`src/rtl/regfile_pkg.sv`:
```
// Shared constants and address-width helper for the integer register file.
package regfile_pkg;

    localparam int unsigned XLEN_DEF  = 32;
    localparam int unsigned NREGS_DEF = 32;

    // Address width for a power-of-two register count; at least one bit.
    function automatic int unsigned aw_f(input int unsigned nregs);
        return (nregs < 2) ? 1 : $clog2(nregs);
    endfunction

endpackage

```
`src/rtl/regfile_bypass_mux.sv`:
```
// Per-read-port forwarding: picks same-cycle write data over the stored value.
module regfile_bypass_mux #(
    parameter int unsigned XLEN = 32,
    parameter int unsigned AW   = 5,
    parameter int unsigned NWR  = 1
) (
    input  logic [AW-1:0]       rd_addr_i,
    input  logic [XLEN-1:0]     reg_data_i,
    input  logic [NWR-1:0]      wr_en_i,
    input  logic [NWR*AW-1:0]   wr_addr_i,
    input  logic [NWR*XLEN-1:0] wr_data_i,
    output logic [XLEN-1:0]     data_c_o,
    output logic                hit_c_o
);

    // Ascending scan so the highest-index matching port wins.
    always_comb begin
        data_c_o = reg_data_i;
        hit_c_o  = 1'b0;
        for (int unsigned j = 0; j < NWR; j++) begin
            if (wr_en_i[j] && (wr_addr_i[j*AW +: AW] == rd_addr_i)) begin
                data_c_o = wr_data_i[j*XLEN +: XLEN];
                hit_c_o  = 1'b1;
            end
        end
    end

endmodule

```
`src/rtl/regfile_scoreboard.sv`:
```
// Multi-port integer register file with a per-register busy scoreboard for
// decode hazard detection; writeback clears busy, issue sets it.
module regfile_scoreboard
    import regfile_pkg::*;
#(
    parameter int unsigned XLEN     = XLEN_DEF,
    parameter int unsigned NREGS    = NREGS_DEF,
    parameter int unsigned NRD      = 2,
    parameter int unsigned NWR      = 1,
    parameter bit          ZERO_REG = 1'b1,
    parameter bit          BYPASS   = 1'b1,
    parameter int unsigned AW       = aw_f(NREGS)
) (
    input  logic                clk,
    input  logic                rst,
    input  logic [NRD*AW-1:0]   rd_addr,
    output logic [NRD*XLEN-1:0] rd_data,
    output logic [NRD-1:0]      rd_busy,
    input  logic [NWR-1:0]      wr_en,
    input  logic [NWR*AW-1:0]   wr_addr,
    input  logic [NWR*XLEN-1:0] wr_data,
    input  logic                iss_valid,
    input  logic [AW-1:0]       iss_addr,
    output logic                busy_any
);

    logic [XLEN-1:0]  mem_q [NREGS];
    logic [XLEN-1:0]  mem_d [NREGS];
    logic [NREGS-1:0] busy_q;
    logic [NREGS-1:0] busy_d;

    // Writes in port order (highest port wins); issue set applied last so it
    // overrides a retiring write to the same register.
    always_comb begin
        mem_d  = mem_q;
        busy_d = busy_q;
        for (int unsigned j = 0; j < NWR; j++) begin
            if (wr_en[j]) begin
                if (!(ZERO_REG && (wr_addr[j*AW +: AW] == '0))) begin
                    mem_d[wr_addr[j*AW +: AW]] = wr_data[j*XLEN +: XLEN];
                end
                busy_d[wr_addr[j*AW +: AW]] = 1'b0;
            end
        end
        if (iss_valid && !(ZERO_REG && (iss_addr == '0))) begin
            busy_d[iss_addr] = 1'b1;
        end
    end

    always_ff @(posedge clk) begin
        if (rst) begin
            for (int unsigned i = 0; i < NREGS; i++) begin
                mem_q[i] <= '0;
            end
            busy_q <= '0;
        end else begin
            mem_q  <= mem_d;
            busy_q <= busy_d;
        end
    end

    for (genvar i = 0; i < NRD; i++) begin : g_rd
        logic [AW-1:0]   ra;
        logic [XLEN-1:0] fwd_data;
        logic            hit;
        logic            is_zero;

        assign ra      = rd_addr[i*AW +: AW];
        assign is_zero = ZERO_REG && (ra == '0);

        regfile_bypass_mux #(
            .XLEN (XLEN),
            .AW   (AW),
            .NWR  (NWR)
        ) u_bypass_mux (
            .rd_addr_i  (ra),
            .reg_data_i (mem_q[ra]),
            .wr_en_i    (wr_en),
            .wr_addr_i  (wr_addr),
            .wr_data_i  (wr_data),
            .data_c_o   (fwd_data),
            .hit_c_o    (hit)
        );

        // Hardwired zero takes priority over forwarding.
        assign rd_data[i*XLEN +: XLEN] = is_zero ? '0 : (BYPASS ? fwd_data : mem_q[ra]);
        assign rd_busy[i] = !is_zero && busy_q[ra] && !(BYPASS && hit);
    end

    assign busy_any = |busy_q;

endmodule

```
`config.mk`:
```
export PLATFORM = sky130hd
export DESIGN_NAME = regfile_scoreboard
export DESIGN_NICKNAME = d
export VERILOG_FILES = /design/src/rtl/regfile_pkg.sv /design/src/rtl/regfile_bypass_mux.sv /design/src/rtl/regfile_scoreboard.sv
export SDC_FILE = /design/constraint.sdc
export NUM_CORES = 2
export LEC_CHECK = 0
export ABC_AREA = 1
export BUFFER_PORTS_ARGS = -buffer_cell sky130_fd_sc_hd__clkbuf_2
export CORE_AREA = 2 2 427 471
export CTS_CLUSTER_SIZE = 20
export DETAILED_ROUTE_END_ITERATION = 7
export DIE_AREA = 0 0 429 473
export PLACE_DENSITY = 0.53
export SETUP_SLACK_MARGIN = 0.02
export SYNTH_ARGS = -nofsm -noshare
export SYNTH_HDL_FRONTEND = slang
export SYNTH_SLANG_ARGS = --single-unit
```
`constraint.sdc`:
```
create_clock -name clk -period 2.1 [get_ports clk]
set_input_delay 0.315 -clock clk [delete_from_list [all_inputs] [get_ports clk]]
set_output_delay 0.315 -clock clk [all_outputs]
set_load 0.1 [all_outputs]
```
## Word level (Yosys, flattened, before mapping)

Index checks and enable logic that the tools add are counted.

- Reductions and logical operators: 21
- Bitwise logic cells: 7
- Multiplexer cells: 25
- Equal/unequal tests: 2
- Order comparisons: 10

Operator list:

| operator | number |
|---|---|
| bitwise mux 1024 bit | 1 |
| two-way mux 32 bit | 11 |
| binary-select mux 32 bit (select 5 bit) | 2 |
| demux 32 bit (select 5 bit) | 1 |
| bitwise AND 32 bit | 1 |
| NOT 32 bit | 1 |
| OR 32 bit | 1 |
| OR reduction 32 bit | 1 |
| less-than comparator 5 x 6 -> 1 bit, second input constant | 4 |
| logical NOT 5 bit | 4 |
| >= comparator 6 bit, second input constant | 3 |
| NOT 5 -> 6 bit | 3 |
| binary-select mux 1 bit (select 5 bit) | 2 |
| demux 1 bit (select 5 bit) | 2 |
| equality test 5 bit | 2 |
| >= comparator 5 x 1 -> 1 bit, second input constant | 2 |
| logical AND 1 bit | 10 |
| less-than comparator 6 x 1 -> 1 bit, second input constant | 1 |
| two-way mux 1 bit | 6 |
| logical NOT 1 bit | 5 |
| AND reduction 2 bit | 1 |
| NOT 1 bit | 1 |

- Flip-flop bits (word level): 1,056

## Depth between registers and ports, before layout

- Depth after elaboration: 9
- Depth in mapped cells: 13
- Gate-level depth less buffers: 10

## By module

Synthesis repeated with hierarchy kept, for this count alone.

- Cells, all modules: 9,940
- Area total of the unflattened synthesis: 58,812.7 µm²

By module, submodules not included:

| module | area each (µm²) | seq. area each (µm²) | cells each | instances |
|---|---|---|---|---|
| regfile_scoreboard | 57,491.4 | 21,140.3 | 9,668 | 1 |
| regfile_bypass_mux | 660.6 | 0.0 | 136 | 2 |

## Worst setup path after synthesis

OpenSTA, ideal clock, no wires.

- Path type: input to output
- Start: in rd_addr[1]
- End: out rd_busy[0]
- Data required time: 1.785 ns
- Cell stages on the path: 9
- Path slack: -0.762 ns
- Data arrival time: 2.547 ns
- Path buffers: 3
- Cells stage by stage: buf_2 > buf_2 > buf_1 > o211ai_1 > nand3_1 > nand3_1 > nand3_1 > nand2_1 > nor2_1

- Word-level cells in the longest chain between the ends: 5
- Elaborated cells between the ends (all ways): 10
- Classes of those cells: eq/ne: 1; mux: 3; reduce/logical: 6

RTL lines:

| element | line | RTL |
|---|---|---|
| from (decl) | regfile_scoreboard.sv:16 | `input logic [NRD*AW-1:0] rd_addr,` |
| parallel branches: the longest is 4 deep, another holds binary-select mux 1 bit (select 5 bit) | n/a |  |
| logical AND 1 bit * | regfile_scoreboard.sv:87 | `assign rd_busy[i] = !is_zero && busy_q[ra] && !(BYPASS && hit);` |
| to (decl) | regfile_scoreboard.sv:18 | `output logic [NRD-1:0] rd_busy,` |

Mark *: on every way between the ends. The select of a mux whose other input is x is not followed.

## Worst setup path after layout

- Start: reg mem_q[505] in the netlist's numbering
- End: out rd_data[25]

- Word-level cells in the longest chain between the ends: 5

RTL lines:

| element | line | RTL |
|---|---|---|
| from (decl) | regfile_scoreboard.sv:27 | `logic [XLEN-1:0] mem_q [NREGS];` |
| from (signal assigned) | regfile_scoreboard.sv:57 | `mem_q <= mem_d;` |
| binary-select mux 32 bit (select 5 bit) | n/a |  |
| two-way mux 32 bit (implied by the code) (2 in series) | regfile_scoreboard.sv:77 | `.reg_data_i (mem_q[ra]),` |
| two-way mux 32 bit | regfile_bypass_mux.sv:21 | `if (wr_en_i[j] && (wr_addr_i[j*AW +: AW] == rd_addr_i)) begin` |
| two-way mux 32 bit | regfile_scoreboard.sv:86 | `assign rd_data[i*XLEN +: XLEN] = is_zero ? '0 : (BYPASS ? fwd_data : mem_q[ra]);` |
| to (decl) | regfile_scoreboard.sv:17 | `output logic [NRD*XLEN-1:0] rd_data,` |

Every way passes these cells. The select of a mux whose other input is x is not followed.

==> impl_metrics.toml <==
[status]
outcome = "finished with violations"
violations = "setup timing"

[synthesis]
synth_cells = 9274
ys_warn_count = 0
synthXorXnorAreaFrac = 0.0005919
synthMuxAreaShare = 0
ys_seq_area_frac = 0.3572
synth_simple_gate_area_frac = 0.3530
synth_fa_ha_area_frac = 0
synth_top_family_by_area = "simple AND/OR/NAND/NOR gates"
ys_seq_elements = 1056
async_flop_share = 0
syn-num-nets = 9330
netlist_area_um2 = 59180
yosysUniqueCellTypes = 26
synth.avg_cell_area_um2 = 6.382
yosys_most_used_dff = "dfxtp_1"
synth_compound_area_frac = 0.1677
synth-edff-count = 0

[timing]
maxSlewHeadroom = 0.5245
skew_ns = 0
timing.setup.tns_ns = -17.56
final_hold_viol_count = 0
worstMarginPinSlew_ns = 0.7132
min_period_ns = 2.460
finalWorstSetupSlack_ns = -0.3595
fmax_mhz = 406.6
fin_crit_sh = 1.171
rsz0062_at_grt = "true"
maxSlewViolCount = 0
setup_viol = 67

[worst_setup_path]
r2r_cells = 4
startpoint_type = "flop"
arrival_ns = 2.14
end_kind = "output port"
crit_chain = "inv_2, nand2_2, nand3_2, nand3_2, nand3_2, nand2_2, nand2_2, nand2_2, nand2_4, nand2_8, buf_12"
critPathKind = "reg2out"
path_delay_family = "simple AND/OR/NAND/NOR gates"
crit_path_max_incr_delay_ns = 0.32
worstPathMaxFanout = 3
crit_required_ns = 1.78
cp_common_cell = "nand2_2"
crit_buf_inv = 2
slowest_stage = "dfxtp_2"
crit_cells = 11

[hold_path]
whs_path_depth = 5
min_path_type = "in2reg"

[routing]
drt-total-wl_um = 294500
antenna_left = 0
firstDrtPassIters = 6
via_per_inst = 5.567
drc_errors = 0
vias = 67360
drtIter0Drc = 7476
wl_per_cell_um = 24.34

[placement]
portBuffers = 122
placed_area_um2 = 69010
globalplace.congestion = 0.9430
hpwl_um = 189800
preCtsSetupSlack_ns = -0.4379

[power_and_ir_drop]
p_int_mw = 36.52
switching_share = 0.3176
clkPwrFrac = 0.408
p_leak_nw = 32.40
powerDensity_nw_per_um2 = 682.6
seqPwrFrac = 0.380
switching_power_mw = 16.99
comb_power_share = 0.212
peakVddDrop_uv = 674.7

[global_routing]
grt_pass1_wl_um = 427700
antenna_found_initial = 17
grt_start_max_net_pins = 110
grt.total_usage = 0.2797
gr-total-overflow = 0
first_global_vias = 62350

[final_layout]
layout.nets = 9441
fillers = 20350
mostFrequentLayoutCells = "nand2_1, nand3_1, nor2_1"
drive_gt1_frac = 0.2561
final_common_cell = "nand2_1"
final_area_um2 = 78400
area_growth_pct = 32.47

[cts]
cts.sinks = 1056
clockBufferDepth = 3
worstSkewPairLatency_ns = 0.74
clk_pin_slew_ns = 0.06
cts_tree = "yes"
htreeDepth = 3
cts_buffers = 118
cts_root_buf = "clkbuf_16"

[run]
max_cap_violations = 0

[floorplanning]
core_area_um2 = 198600
initial_utilization = 0.2980
die_x_um = 429
core.rowCount = 172
dieArea_um2 = 202900
die_h_um = 473
io_pins = 123
==> area by class of cell <==
class | count | area, um^2 | area share
diodes | 7 | 17.52 | 0.0002234
well taps | 2610 | 3266 | 0.04165
clock buffers | 183 | 3551 | 0.04529
flip-flops and latches | 1056 | 21500 | 0.2742
repair buffers | 890 | 10710 | 0.1365
clock inverters | 36 | 425.4 | 0.005426
inverters | 912 | 3536 | 0.04510
multi-input cells | 6407 | 35400 | 0.4516
==> power by group through the flow <==
| stage | clock (mW) | combinational (mW) | sequential (mW) |
|---|---|---|---|
| CTS | 22.0 | 10.7 | 20.4 |
| finish | 21.8 | 11.3 | 20.4 |
| floorplan | 0 | 5.65 | 20.8 |
| global placement | 0 | 10.0 | 20.8 |
| global route | 22.8 | 11.9 | 20.4 |
| detailed placement | 0 | 10.0 | 20.8 |
==> worst min-delay path, stage by stage <==
cell	delay, ns
clkbuf_2	0.11
nor3_1	0.05
buf_4	0.16
nand2_1	0.06
a21oi_1	0.05
==> layer usage <==
layer	wire length, um	part of all wire	vias up	track usage
met1	116400	0.40	31950	0.3530
met4	21570	0.073	4	0.1731
met5	27	0.000092	-	0
met2	129300	0.44	3540	0.4416
li1	-	-	30930	-
met3	27290	0.093	937	0.05059
==> cell families (layout without fill, tap and decap cells) <==
family	count (synthesis)	count (layout)
flip-flops	1056	1056
AO/OA/AOI/OAI	1432	1432
AND/OR/NAND/NOR	4971	4971
buffers and inverters	1811	2021
XOR/XNOR	4	4
other	0	7
==> sequential cells by signal, indices dropped and copies added (netlist names) <==
name and count:
busy_q 32, mem_q 1024
==> synth_stat cells (3+ instances only) <==
| library cell | count | area share |
|---|---|---|
| nor3_1 | 23 | 0.0019 |
| clkinv_1 | 3 | 0.00019 |
| dfxtp_1 | 1056 | 0.36 |
| o21ai_0 | 71 | 0.0060 |
| buf_1 | 123 | 0.0078 |
| nand2_1 | 2308 | 0.15 |
| buf_2 | 275 | 0.023 |
| or2_2 | 36 | 0.0038 |
| buf_4 | 3 | 0.00038 |
| nor2_2 | 13 | 0.0014 |
| nand3_2 | 3 | 0.00051 |
| clkbuf_1 | 469 | 0.030 |
| inv_2 | 37 | 0.0023 |
| a211oi_1 | 800 | 0.10 |
| o211ai_1 | 302 | 0.038 |
| nand3_1 | 1623 | 0.14 |
| nand4_1 | 3 | 0.00032 |
| nor4_1 | 7 | 0.00074 |
| nor2_1 | 954 | 0.061 |
| inv_1 | 872 | 0.055 |
| clkbuf_2 | 29 | 0.0025 |
| a21oi_1 | 257 | 0.022 |
==> through the flow <==
step	util	total power, mW	instances	hold WS (ns)
6_report	0.3947	53.51	12100	0.04585
5_1_grt	0.3947	55.07	12100	0.07906
4_1_cts	0.3831	53.12	12070	0.001249
3_5_place_dp	0.3474	30.82	11800	0.4265
3_3_place_gp	0.3474	30.80	11800	0.4248
2_1_floorplan	-	26.42	9274	0.4164
==> repair_timing <==
item | CTS | global route
gates cloned | 2 | 2
endpoints found under the setup margin | 67 | 67
hold buffers | 12 | 0
resized for setup | 766 | 701
pin swaps | 344 | 470
buffers inserted | 39 | 24
hold endpoints to repair | 58 | 0
==> final timing paths <==
path          startpoint          end  slack, ns
max           mem_q[505]  rd_data[25]      -0.36
min          iss_addr[0]   busy_q[22]       0.05
max reg2reg   mem_q[406]   mem_q[406]       1.21
min reg2reg   mem_q[994]   mem_q[994]       0.43
(Power assumes the default switching activity.)
